### config.mk
export PLATFORM = sky130hd
export DESIGN_NAME = ysyx_22040125_ram_arb
export DESIGN_NICKNAME = d
export VERILOG_FILES = /design/src/rtl/ysyx_22040125_ram_arb.sv
export SDC_FILE = /design/constraint.sdc
export NUM_CORES = 1
export LEC_CHECK = 0
export BUFFER_PORTS_ARGS = -buffer_cell sky130_fd_sc_hd__buf_2
export CORE_AREA = 2 2 168 170
export CTS_CLUSTER_DIAMETER = 100
export CTS_CLUSTER_SIZE = 20
export DETAILED_ROUTE_END_ITERATION = 8
export DIE_AREA = 0 0 170 172
export SYNTH_ARGS = -nofsm -noshare
export SYNTH_HDL_FRONTEND = slang
export SYNTH_SLANG_ARGS = --single-unit
### constraint.sdc
create_clock -name clk -period 1.89 [get_ports clk]
set_input_delay 0.0945 -clock clk [delete_from_list [all_inputs] [get_ports clk]]
set_output_delay 0.0945 -clock clk [all_outputs]
set_load 0.005 [all_outputs]
### src/rtl/ysyx_22040125_ram_arb.sv
// ysyx_22040125_ram_arb: shares a single-port 64-bit RAM between IFU (m0) and LSU (m1), doing RMW for partial stores.
// Define YSYX_22040125_ARB_FIXED_PRIO_EN to make m1 always win ties instead of round-robin.
module ysyx_22040125_ram_arb #(
  parameter int ADDR_W = 32,
  parameter int DATA_W = 64
) (
  input  logic                  clk,
  input  logic                  rst_n,
  input  logic                  m0_valid,
  output logic                  m0_ready,
  input  logic [ADDR_W-1:0]     m0_addr,
  output logic                  m0_rvalid,
  output logic [DATA_W-1:0]     m0_rdata,
  input  logic                  m1_valid,
  output logic                  m1_ready,
  input  logic [ADDR_W-1:0]     m1_addr,
  input  logic                  m1_we,
  input  logic [DATA_W-1:0]     m1_wdata,
  input  logic [DATA_W/8-1:0]   m1_wstrb,
  output logic                  m1_rvalid,
  output logic [DATA_W-1:0]     m1_rdata,
  output logic [31:0]           ram_addr,
  output logic [DATA_W-1:0]     ram_wdata,
  output logic                  ram_wen,
  input  logic [DATA_W-1:0]     ram_rdata
);
  localparam int STRB_W = DATA_W / 8;
  typedef enum logic [1:0] {IDLE, RD_RESP, RMW_MERGE, WR_RESP} state_t;
  state_t state_q, state_d;
  logic owner_q, owner_d;
  logic [ADDR_W-1:0] addr_q, addr_d;
  logic [DATA_W-1:0] wdata_q, wdata_d, merged;
  logic [STRB_W-1:0] wstrb_q, wstrb_d;
  logic g0, g1, idle, wen_c;
  assign idle = state_q == IDLE;
`ifdef YSYX_22040125_ARB_FIXED_PRIO_EN
  assign g1 = m1_valid;
  assign g0 = m0_valid && !m1_valid;
`else
  logic last_q, last_d;
  assign g0 = m0_valid && (!m1_valid || last_q);
  assign g1 = m1_valid && !g0;
  assign last_d = (idle && (g0 || g1)) ? g1 : last_q;
  always_ff @(posedge clk or negedge rst_n)
    if (!rst_n) last_q <= 1'b1;
    else last_q <= last_d;
`endif
  assign m0_ready = idle && g0 && rst_n;
  assign m1_ready = idle && g1 && rst_n;
  assign ram_wen = wen_c && rst_n;
  for (genvar i = 0; i < STRB_W; i++) begin : g_merge
    assign merged[8*i+:8] = wstrb_q[i] ? wdata_q[8*i+:8] : ram_rdata[8*i+:8];
  end
  always_comb begin
    state_d = state_q;
    owner_d = owner_q;
    addr_d = addr_q;
    wdata_d = wdata_q;
    wstrb_d = wstrb_q;
    m0_rvalid = 1'b0;
    m1_rvalid = 1'b0;
    m0_rdata = '0;
    m1_rdata = '0;
    wen_c = 1'b0;
    ram_addr = 32'(addr_q);
    ram_wdata = wdata_q;
    case (state_q)
      IDLE: begin
        ram_addr = 32'(g1 ? m1_addr : m0_addr);
        ram_wdata = g1 ? m1_wdata : '0;
        wen_c = g1 && m1_we && &m1_wstrb;
        if (g0 || g1) begin
          owner_d = g1;
          addr_d = g1 ? m1_addr : m0_addr;
          wdata_d = g1 ? m1_wdata : '0;
          wstrb_d = g1 ? m1_wstrb : '0;
          state_d = !(g1 && m1_we) ? RD_RESP : (m1_wstrb == '0 || &m1_wstrb) ? WR_RESP : RMW_MERGE;
        end
      end
      RD_RESP: begin
        m0_rvalid = !owner_q;
        m1_rvalid = owner_q;
        m0_rdata = owner_q ? '0 : ram_rdata;
        m1_rdata = owner_q ? ram_rdata : '0;
        state_d = IDLE;
      end
      RMW_MERGE: begin
        wen_c = 1'b1;
        ram_wdata = merged;
        state_d = WR_RESP;
      end
      WR_RESP: begin
        m1_rvalid = 1'b1;
        state_d = IDLE;
      end
      default: state_d = IDLE;
    endcase
  end
  always_ff @(posedge clk or negedge rst_n)
    if (!rst_n) begin
      state_q <= IDLE;
      owner_q <= 1'b0;
      addr_q <= '0;
      wdata_q <= '0;
      wstrb_q <= '0;
    end else begin
      state_q <= state_d;
      owner_q <= owner_d;
      addr_q <= addr_d;
      wdata_q <= wdata_d;
      wstrb_q <= wstrb_d;
    end
endmodule

==> flow_summary.json, run 1 <==
{
  "io_buffer_count": 433,
  "clockBufferDepth": 2,
  "p_sw_share_pct": 42.23,
  "synth_mux_area_share_pct": 8.931,
  "hold_class": "in2reg",
  "path_cells": "a21boi_4 -> buf_12 -> clkbuf_16 -> and3_4 -> a221o_1 -> buf_2",
  "clock_power_share_pct": 11.4,
  "slowest_stage": "dfstp_2",
  "postLayoutCoreUtil_pct": 42.91,
  "synthAdderAreaFrac_pct": 0,
  "power.density_mw_per_mm2": 1536,
  "setup_violations": 100,
  "synthFlopType": "dfrtp_1",
  "cp_data_required_time_ps": 1800,
  "netlist_top_cells_count": "and3_1, dfrtp_1, a221o_1, and2_1, mux2i_1",
  "io_pins": 434,
  "power_frac_comb_pct": 63.8,
  "dr.pass1.iters": 5,
  "cp.arrival_ps": 1970,
  "final.period_utilization_pct": 109.4,
  "nets": 1450,
  "max_freq_mhz": 483.4,
  "synth-xor-area-share_pct": 0,
  "vdd_ir_drop_max_v": 0.0006668,
  "holdPathStages": 3,
  "grt_pass1_wl_um": 45620,
  "end_kind": "primary output",
  "numCtsBuffers": 9,
  "yosysSeqAreaShare_pct": 37.69,
  "final_cells": 1597,
  "synth_compound_gate_area_share_pct": 23.97,
  "synth_top_family_by_area": "compound AO/OA/AOI/OAI gates",
  "via_per_inst": 5.108,
  "wl_um": 32660,
  "cts_tree": "done",
  "seq_power_share_pct": 24.8,
  "yosys.area.top_type": "dfrtp_1",
  "setup_ws_ps": -178.5,
  "p_sw_uw": 7647,
  "pre_cts_slack_ps": 47.35,
  "worstPathMaxFanout": 12,
  "yosysUniqueCellTypes": 32,
  "holdWs_ps": 38.04,
  "avgRoutedWirePerCell_um": 20.45,
  "antenna_found_initial": 1,
  "place_inst": 1503,
  "setup_tns_ps": -10240,
  "max_stage_delay_ps": 590,
  "rows": 61,
  "postSynthAreaPerCell_um2": 9.426,
  "ant_nets": 0,
  "vias": 8158,
  "drt_iter0_drc": 479,
  "h-tree-depth": 3,
  "die_w_um": 170,
  "clk_latency_ps": 360,
  "status": "finished, violations left",
  "synthSimpleGateAreaFrac_pct": 22.20,
  "final.min_clock_period_ps": 2069,
  "violations": "setup timing",
  "drive_gt1_share_pct": 54.56,
  "cp.buffers_inverters": 3,
  "slew_viol_final": 0,
  "crit_family": "flip-flops",
  "grt_use_total_pct": 20.63,
  "ys_warn_count": 0,
  "synth_nets": 966,
  "skew_ps": 13.74,
  "p_int_uw": 10460,
  "core_region_area_mm2": 0.02748,
  "place.gp.congestion": 0.7887,
  "drc": 0,
  "p_leak_uw": 0.006882,
  "grt_max_degree": 58,
  "start_util_pct": 26.11,
  "r2r.worst_path.cells": 10,
  "path_depth": 6,
  "ys_async_sr_fraction_pct": 100.0,
  "syn_area_mm2": 0.007173,
  "area_growth_pct": 64.36,
  "max_slew_margin_pct": 58.79,
  "rsz0062_at_grt": "yes",
  "worst_pin_slew_ps": 618.1,
  "place_hpwl_um": 21220,
  "cts_root_buf": "clkbuf_16",
  "clkTransAtPathRegs_ps": 90,
  "synth-seq-cells": 108,
  "synth_top_area_share_pct": 37.33,
  "synth_cells": 761,
  "yosys-top-cells-area": "dfrtp_1, and3_1, a221o_1",
  "final-hold-violation-count": 0,
  "startpoint_type": "flip-flop",
  "die_height_um": 172,
  "cap_violations": 0,
  "crit_type": "reg2out",
  "grt_pass1_vias": 7737,
  "synth_edf_count": 0,
  "gr-total-overflow": 0,
  "yosys.cell_count.top_type": "and3_1",
  "clkSinkCount": 108,
  "die_area_mm2": 0.02924
}
[repair_timing]
item	in CTS	in global routing
hold buffers	9	0
pin swaps	17	39
endpoints found under the hold margin	73	0
resized for setup	103	69
gates cloned	10	3
setup endpoints to repair	170	172
setup buffers	51	5
[state kept, by name (all words and copies together), names as in the netlist]
| register | cells |
|---|---|
| addr_q | 32 |
| state_q | 2 |
| wstrb_q | 8 |
| last_q | 1 |
| wdata_q | 64 |
| owner_q | 1 |
[per-stage QoR]
stage	power (µW)	area [µm²]
6_report	18110	11790
4_1_cts	17630	11340
3_5_place_dp	13750	9841
5_1_grt	19320	11790
2_1_floorplan	9658	7173
3_3_place_gp	13630	9841
[per-layer routing]
layer	wire (µm)	global-route usage, %	vias up
met5	0	0	-
met4	518	5.091	0
met3	1936	3.593	27
met2	16610	37.91	357
met1	13590	25.03	4001
li1	-	-	3773
[worst reg2reg max path, cell delays in order, from the launching register on]
cell	delay, ps
dfstp_2	590
a21bo_4	210
buf_12	160
buf_4	140
mux2i_2	230
buf_4	140
buf_4	90
buf_4	80
buf_4	80
buf_4	80
mux2i_1	50
[worst paths after layout]
| check | to | slack [ps] | startpoint |
|---|---|---|---|
| max in group asynchronous | wdata_q[18] | 850 | rst_n |
| hold / removal | addr_q[28] | 40 | m0_addr[28] |
| setup reg to reg | addr_q[12] | -80 | last_q |
| min in group asynchronous | wstrb_q[7] | 140 | rst_n |
| hold reg to reg | wdata_q[30] | 480 | wdata_q[30] |
| setup / recovery | ram_wdata[46] | -180 | last_q |
[cells by family after synthesis]
group	Yosys count
buffers and inverters	107
DFF	108
AOI/OAI and AO/OA	209
and+or+nand+nor	273
muxes	64
[power by group through the flow]
| stage | sequential, µW | combinational (µW) | clock (µW) |
|---|---|---|---|
| after global placement | 4390 | 9240 | 0 |
| after CTS | 4450 | 11000 | 2150 |
| after global routing | 4670 | 12400 | 2220 |
| after detailed placement | 4420 | 9330 | 0 |
| final | 4500 | 11600 | 2060 |
| after floorplan | 4080 | 5580 | 0 |
[final cells by class]
| cell class | count | area [µm²] |
|---|---|---|
| Fill cell | 2680 | 15690 |
| Clock buffer | 10 | 229.0 |
| Multi-Input combinational cell | 547 | 4599 |
| Tap cell | 346 | 432.9 |
| Clock inverter | 6 | 83.83 |
| Antenna cell | 1 | 2.502 |
| Inverter | 35 | 135.1 |
| Timing Repair Buffer | 544 | 3597 |
| Sequential cell | 108 | 2710 |
[layout by cell type (no fill, tap or decap), types with 3 or more instances in the layout]
cell type,instances
a21o_1,61
a21o_2,5
a21oi_1,21
a21oi_2,12
a221o_1,64
a22o_1,39
and2_1,62
and3_1,79
and3_4,50
buf_12,17
buf_16,5
buf_2,430
buf_4,51
buf_6,23
bufbuf_16,4
clkbuf_16,12
dfrtp_1,104
dlygate4sd3_1,9
inv_1,34
mux2i_1,34
mux2i_2,13
mux2i_4,17
nand2_1,13
nand2_2,4
nor2_1,36
nor2_2,10
nor2_4,7
nor4_1,3
Note: power is estimated with default switching activity, not from simulation.
==> inputs of run 2 (changes only) <==
--- a/config.mk
+++ b/config.mk
@@ -6,11 +6,12 @@
 export NUM_CORES = 1
 export LEC_CHECK = 0
 export BUFFER_PORTS_ARGS = -buffer_cell sky130_fd_sc_hd__buf_2
-export CORE_AREA = 2 2 168 170
+export CORE_AREA = 2 2 170 172
 export CTS_CLUSTER_DIAMETER = 100
 export CTS_CLUSTER_SIZE = 20
 export DETAILED_ROUTE_END_ITERATION = 8
-export DIE_AREA = 0 0 170 172
+export DIE_AREA = 0 0 172 174
+export REMOVE_ABC_BUFFERS = 1
 export SYNTH_ARGS = -nofsm -noshare
 export SYNTH_HDL_FRONTEND = slang
 export SYNTH_SLANG_ARGS = --single-unit
==> run 2 against run 1 <==
  * The flow still finishes with violations (setup timing)
  * Sequential power about the same
  * Final cell count increased by 2.6%
  * Wire length increased by 11%
  * Sequential share of layout area decreased by 1.0 points
  * Worst hold slack got worse by 16 ps
  * Count of clock-buffer cells in the layout increased by 1
  * Global-route usage increased by 0.30 points
  * Total power increased by 4.5%
  * Clock power decreased by 9.7%
  * Combinational power increased by 9%
  * First-iteration DRC count increased by 16%
  * Register-to-register slack improved by 190 ps
==> flow_summary.json, run 2 (synthesis gave the netlist of run 1 again) <==
{
  "die_area_mm2": 0.02993,
  "fillers": 2750,
  "antenna_found_initial": 6,
  "worstPathMaxFanout": 8,
  "clkTransAtPathRegs_ps": 80,
  "grt_max_degree": 61,
  "postLayoutCoreUtil_pct": 43.69,
  "vias": 8318,
  "drt_iter0_drc": 554,
  "drc": 0,
  "p_sw_share_pct": 42.24,
  "largest_reg_flops": 64,
  "violations": "setup timing",
  "die_height_um": 174,
  "p_int_uw": 10930,
  "setup_violations": 105,
  "cp.arrival_ps": 2000,
  "end_kind": "primary output",
  "place.gp.congestion": 0.8181,
  "status": "finished, violations left",
  "io_pins": 434,
  "regMostFlops": "wdata_q",
  "final_common_cell": "buf_2",
  "io_buffer_count": 433,
  "hold_class": "in2reg",
  "vdd_ir_drop_max_v": 0.0006443,
  "final.min_clock_period_ps": 2093,
  "via_per_inst": 5.075,
  "core_region_area_mm2": 0.02824,
  "numCtsBuffers": 9,
  "rows": 62,
  "gr-total-overflow": 0,
  "area_growth_pct": 71.97,
  "setup_ws_ps": -203.0,
  "cts_tree": "done",
  "crit_type": "reg2out",
  "grt_use_total_pct": 20.94,
  "grt_pass1_wl_um": 47130,
  "grt_pass1_vias": 7844,
  "final_cell_mix": "buf_2, dfrtp_1, and3_1",
  "max_slew_margin_pct": 56.27,
  "cap_violations": 0,
  "worst_pin_slew_ps": 655.9,
  "die_w_um": 172,
  "p_leak_uw": 0.007018,
  "clkSinkCount": 108,
  "clk_latency_ps": 360,
  "cp_data_required_time_ps": 1800,
  "dr.pass1.iters": 4,
  "startpoint_type": "flip-flop",
  "fin_total_pwr_uw": 18930,
  "max_freq_mhz": 477.8,
  "p_sw_uw": 7994,
  "place_hpwl_um": 21450,
  "start_util_pct": 25.40,
  "h-tree-depth": 3,
  "final-hold-violation-count": 0,
  "clock_power_share_pct": 9.8,
  "nets": 1451,
  "final.period_utilization_pct": 110.7,
  "power_frac_comb_pct": 66.5,
  "ant_nets": 0,
  "drive_gt1_share_pct": 58.83,
  "place_inst": 1545,
  "rsz0062_at_grt": "yes",
  "power.density_mw_per_mm2": 1534,
  "avgRoutedWirePerCell_um": 22.04,
  "seq_power_share_pct": 23.6,
  "largestRegisters": "wdata_q (64), addr_q (32), wstrb_q (8)",
  "slew_viol_final": 0,
  "skew_ps": 13.43,
  "holdWs_ps": 21.58,
  "clockBufferDepth": 2,
  "pre_cts_slack_ps": -34.61,
  "wl_um": 36120,
  "final_cells": 1639,
  "cts_root_buf": "clkbuf_16"
}
[run 2: cell types whose count changed in the layout (fill, tap and decap cells not counted), sizes merged]
cell         delta
clkbuf          +7
dlygate4sd3     -7
buf             +3
diode           +3
clkinvlp        +2
bufbuf          -1
bufinv          -1
clkinv          -1
inv             -1
[run 2: through the flow]
stage               area (µm²)  setup TNS (ps)
floorplan                 6788         -819350
finish                   12340          -13330
global route             12330          -22900
detailed placement        9893          -265.3
CTS                      11440          -17010
global placement          9893               0
[run 2: area by class of cell]
| cell class | instances | area, µm² | share of cell area (%) |
|---|---|---|---|
| flip-flops and latches | 108 | 2709 | 21.96 |
| clock inverters | 5 | 37.54 | 0.3043 |
| multi-input cells | 547 | 4696 | 38.07 |
| repair buffers | 545 | 4035 | 32.71 |
| diodes | 4 | 10.01 | 0.08114 |
| clock buffers | 11 | 232.7 | 1.887 |
| well taps | 384 | 480.5 | 3.895 |
| inverters | 35 | 135.1 | 1.095 |
[run 2: critical path, cell delays in order (launching register included)]
cell	delay, ps
dfstp_2	570
buf_12	110
a21boi_4	100
buf_12	180
buf_8	130
and3_4	140
a221o_1	260
buf_2	130
[run 2: routing by layer]
metal  wire length [µm]  vias to the layer above  global-route usage (%)
met5                 21                        -                       0
met1              14720                     4059                   25.61
met4               1132                        4                   7.598
met3               2503                       52                   4.076
li1                   -                     3790                       -
met2              17740                      413                   36.31
[run 2: worst paths after layout]
kind	cells past startpoint	slack, ps	end	start
hold reg to reg	1	480	wdata_q[45]	wdata_q[45]
setup / recovery	7	-200	ram_wdata[51]	last_q
max in group asynchronous	3	880	addr_q[6]	rst_n
setup reg to reg	8	110	state_q[0]	last_q
hold / removal	2	20	wstrb_q[2]	m1_wstrb[2]
min in group asynchronous	2	110	wdata_q[36]	rst_n
[run 2: power groups by stage]
stage / Combinational (µW) / Clock, µW / Sequential, µW
final: 12600 / 1860 / 4470
after global routing: 13500 / 2010 / 4630
after CTS: 11000 / 1920 / 4420
after detailed placement: 9190 / 0 / 4430
after global placement: 9120 / 0 / 4390
after floorplan: 4890 / 0 / 4370
[run 2: timing repair]
action | CTS | global route
pin swaps | 54 | 66
endpoints found under the setup margin | 227 | 225
resized for setup | 134 | 134
hold endpoints to repair | 61 | 0
cloned | 12 | 11
hold buffers | 2 | 0
setup buffers | 42 | 17
==> inputs of run 3 (changes only) <==
--- a/config.mk
+++ b/config.mk
@@ -6,11 +6,14 @@
 export NUM_CORES = 1
 export LEC_CHECK = 0
 export BUFFER_PORTS_ARGS = -buffer_cell sky130_fd_sc_hd__buf_2
-export CORE_AREA = 2 2 170 172
+export CELL_PAD_IN_SITES_DETAIL_PLACEMENT = 2
+export CELL_PAD_IN_SITES_GLOBAL_PLACEMENT = 2
+export CORE_ASPECT_RATIO = 1.2
+export CORE_UTILIZATION = 24
 export CTS_CLUSTER_DIAMETER = 100
 export CTS_CLUSTER_SIZE = 20
 export DETAILED_ROUTE_END_ITERATION = 8
-export DIE_AREA = 0 0 172 174
+export PLACE_DENSITY_LB_ADDON = 0.1
 export REMOVE_ABC_BUFFERS = 1
 export SYNTH_ARGS = -nofsm -noshare
 export SYNTH_HDL_FRONTEND = slang
==> run 3 against run 2 <==
  * The flow still finishes with violations (setup timing)
  * Final cell count grew 1.8%
  * Flip-flop and latch count unchanged
  * Cell area grew 3.1%
  * Utilization about the same
  * Maximum frequency rose by 1.7%
  * Global-route usage increased by 1.9 points
  * Highest routed layer unchanged
==> flow_summary.json, run 3 (synthesis gave the netlist of run 1 again) <==
{
  "largestRegisters": "wdata_q (64), addr_q (32), wstrb_q (8)",
  "setup_violations": 218,
  "clockBufferDepth": 2,
  "h-tree-depth": 3,
  "max_slew_margin_pct": 66.11,
  "status": "finished, violations left",
  "die_w_um": 159.8,
  "holdPathStages": 2,
  "p_sw_share_pct": 42.10,
  "via_per_inst": 5.105,
  "grt_pass1_wl_um": 53070,
  "cts_tree": "done",
  "cap_violations": 0,
  "vdd_ir_drop_max_v": 0.0005721,
  "p_sw_uw": 8607,
  "ant_nets": 0,
  "skew_ps": 9.957,
  "holdWs_ps": 12.47,
  "rsz0062_at_grt": "yes",
  "grt_use_total_pct": 22.87,
  "core_region_area_mm2": 0.02910,
  "startpoint_type": "flip-flop",
  "antenna_found_initial": 3,
  "cp_data_required_time_ps": 1800,
  "crit_type": "reg2out",
  "numCtsBuffers": 9,
  "io_pins": 434,
  "rows": 68,
  "wl_um": 40820,
  "max_stage_delay_ps": 600,
  "vias": 8521,
  "min_from": "m1_wstrb[4]",
  "die_area_mm2": 0.03059,
  "place_hpwl_um": 24910,
  "power.density_mw_per_mm2": 1608,
  "end_kind": "primary output",
  "place.gp.congestion": 0.7538,
  "area_growth_pct": 77.22,
  "io_buffer_count": 433,
  "r2r.worst_path.cells": 7,
  "clk_latency_ps": 370,
  "p_leak_uw": 0.007224,
  "final.period_utilization_pct": 108.9,
  "final-hold-violation-count": 0,
  "clkSinkCount": 108,
  "cp.arrival_ps": 1960,
  "p_int_uw": 11840,
  "path_cells": "a21bo_4 -> buf_12 -> mux2i_4 -> a21oi_2 -> buf_2",
  "grt_pass1_vias": 8699,
  "avgRoutedWirePerCell_um": 24.46,
  "worst_pin_slew_ps": 507.1,
  "gr-total-overflow": 0,
  "postLayoutCoreUtil_pct": 43.69,
  "clkTransAtPathRegs_ps": 80,
  "drt_iter0_drc": 314,
  "slowest_stage": "dfstp_2",
  "slew_viol_final": 0,
  "seq_power_share_pct": 22.2,
  "max_freq_mhz": 486.0,
  "largest_reg_flops": 64,
  "power_frac_comb_pct": 67.2,
  "cts_root_buf": "clkbuf_16",
  "r2r_slack_ps": -100,
  "place_inst": 1542,
  "final_cell_mix": "buf_2, dfrtp_1, buf_4",
  "violations": "setup timing",
  "whs_endpoint": "wstrb_q[4]",
  "nets": 1483,
  "drive_gt1_share_pct": 59.63,
  "timing.rr.start": "state_q[0]",
  "grt_max_degree": 49,
  "final.min_clock_period_ps": 2058,
  "final_common_cell": "buf_2",
  "clock_power_share_pct": 10.6,
  "start_util_pct": 24.65,
  "drc": 0,
  "die_height_um": 191.4,
  "hold_class": "in2reg",
  "final_cells": 1669,
  "worstPathMaxFanout": 10,
  "timing.rr.end": "wstrb_q[3]",
  "dr.pass1.iters": 4,
  "regMostFlops": "wdata_q",
  "setup_ws_ps": -167.6
}
==> run 3: worst max path at each step <==
stage	endpoint	slack, ps	startpoint
finish	ram_addr[7]	-170	last_q
detailed placement	ram_wdata[23]	40	state_q[0]
global placement	ram_wdata[23]	90	state_q[0]
CTS	ram_wdata[37]	-160	state_q[0]
floorplan	wdata_q[18]	-4650	state_q[0]
global route	ram_addr[7]	-250	state_q[0]
==> run 3: final cells by class <==
class                   count  area (µm²)
diodes                      1       2.502
clock buffers               9       225.2
clock inverters             7       101.3
fillers                  3196       16390
inverters                  35       131.4
multi-input cells         546        4751
flip-flops and latches    108        2709
well taps                 385       481.7
repair buffers            578        4310
==> run 3: routing by layer <==
layer  vias up  part of all wire (%)  track usage [%]
li1       3852                     -                -
met1      4293                    40            26.78
met2       332                    52            41.94
met3        40                   5.9            4.882
met4         4                   1.7            6.190
met5         -                 0.076                0
==> run 3: power by group through the flow <==
stage / registers [µW] / clock network [µW] / logic (µW)
after floorplan: 4370 / 0 / 4890
after global placement: 4430 / 0 / 9640
after detailed placement: 4490 / 0 / 9770
after CTS: 4480 / 2220 / 11000
after global routing: 4690 / 2290 / 14600
final: 4530 / 2170 / 13700
==> run 3: metrics by stage <==
stage / setup slack, ps / total power (µW) / area, µm² / TNS, ps
2_1_floorplan: -4655 / 9257 / 6788 / -819350
3_3_place_gp: 85.18 / 14070 / 9915 / 0
3_5_place_dp: 36.18 / 14260 / 9915 / 0
4_1_cts: -156.2 / 17650 / 11110 / -14210
5_1_grt: -252.7 / 21620 / 12710 / -33870
6_report: -167.6 / 20440 / 12710 / -15630
==> run 3: timing repair <==
| item | CTS | global route |
|---|---|---|
| resized for setup | 77 | 167 |
| pin swaps | 14 | 117 |
| setup buffers | 31 | 46 |
| gates cloned | 8 | 26 |
| hold buffers | 4 | 0 |
| hold endpoints to repair | 23 | 0 |
| setup endpoints to repair | 187 | 226 |
==> run 3: worst max-delay path, delay by kind of cell (launching register included) <==
kind	cells	cell delay, ps
flip-flops	1	600
multiplexers	1	310
AO/OA/AOI/OAI	2	310
buffers and inverters	2	350
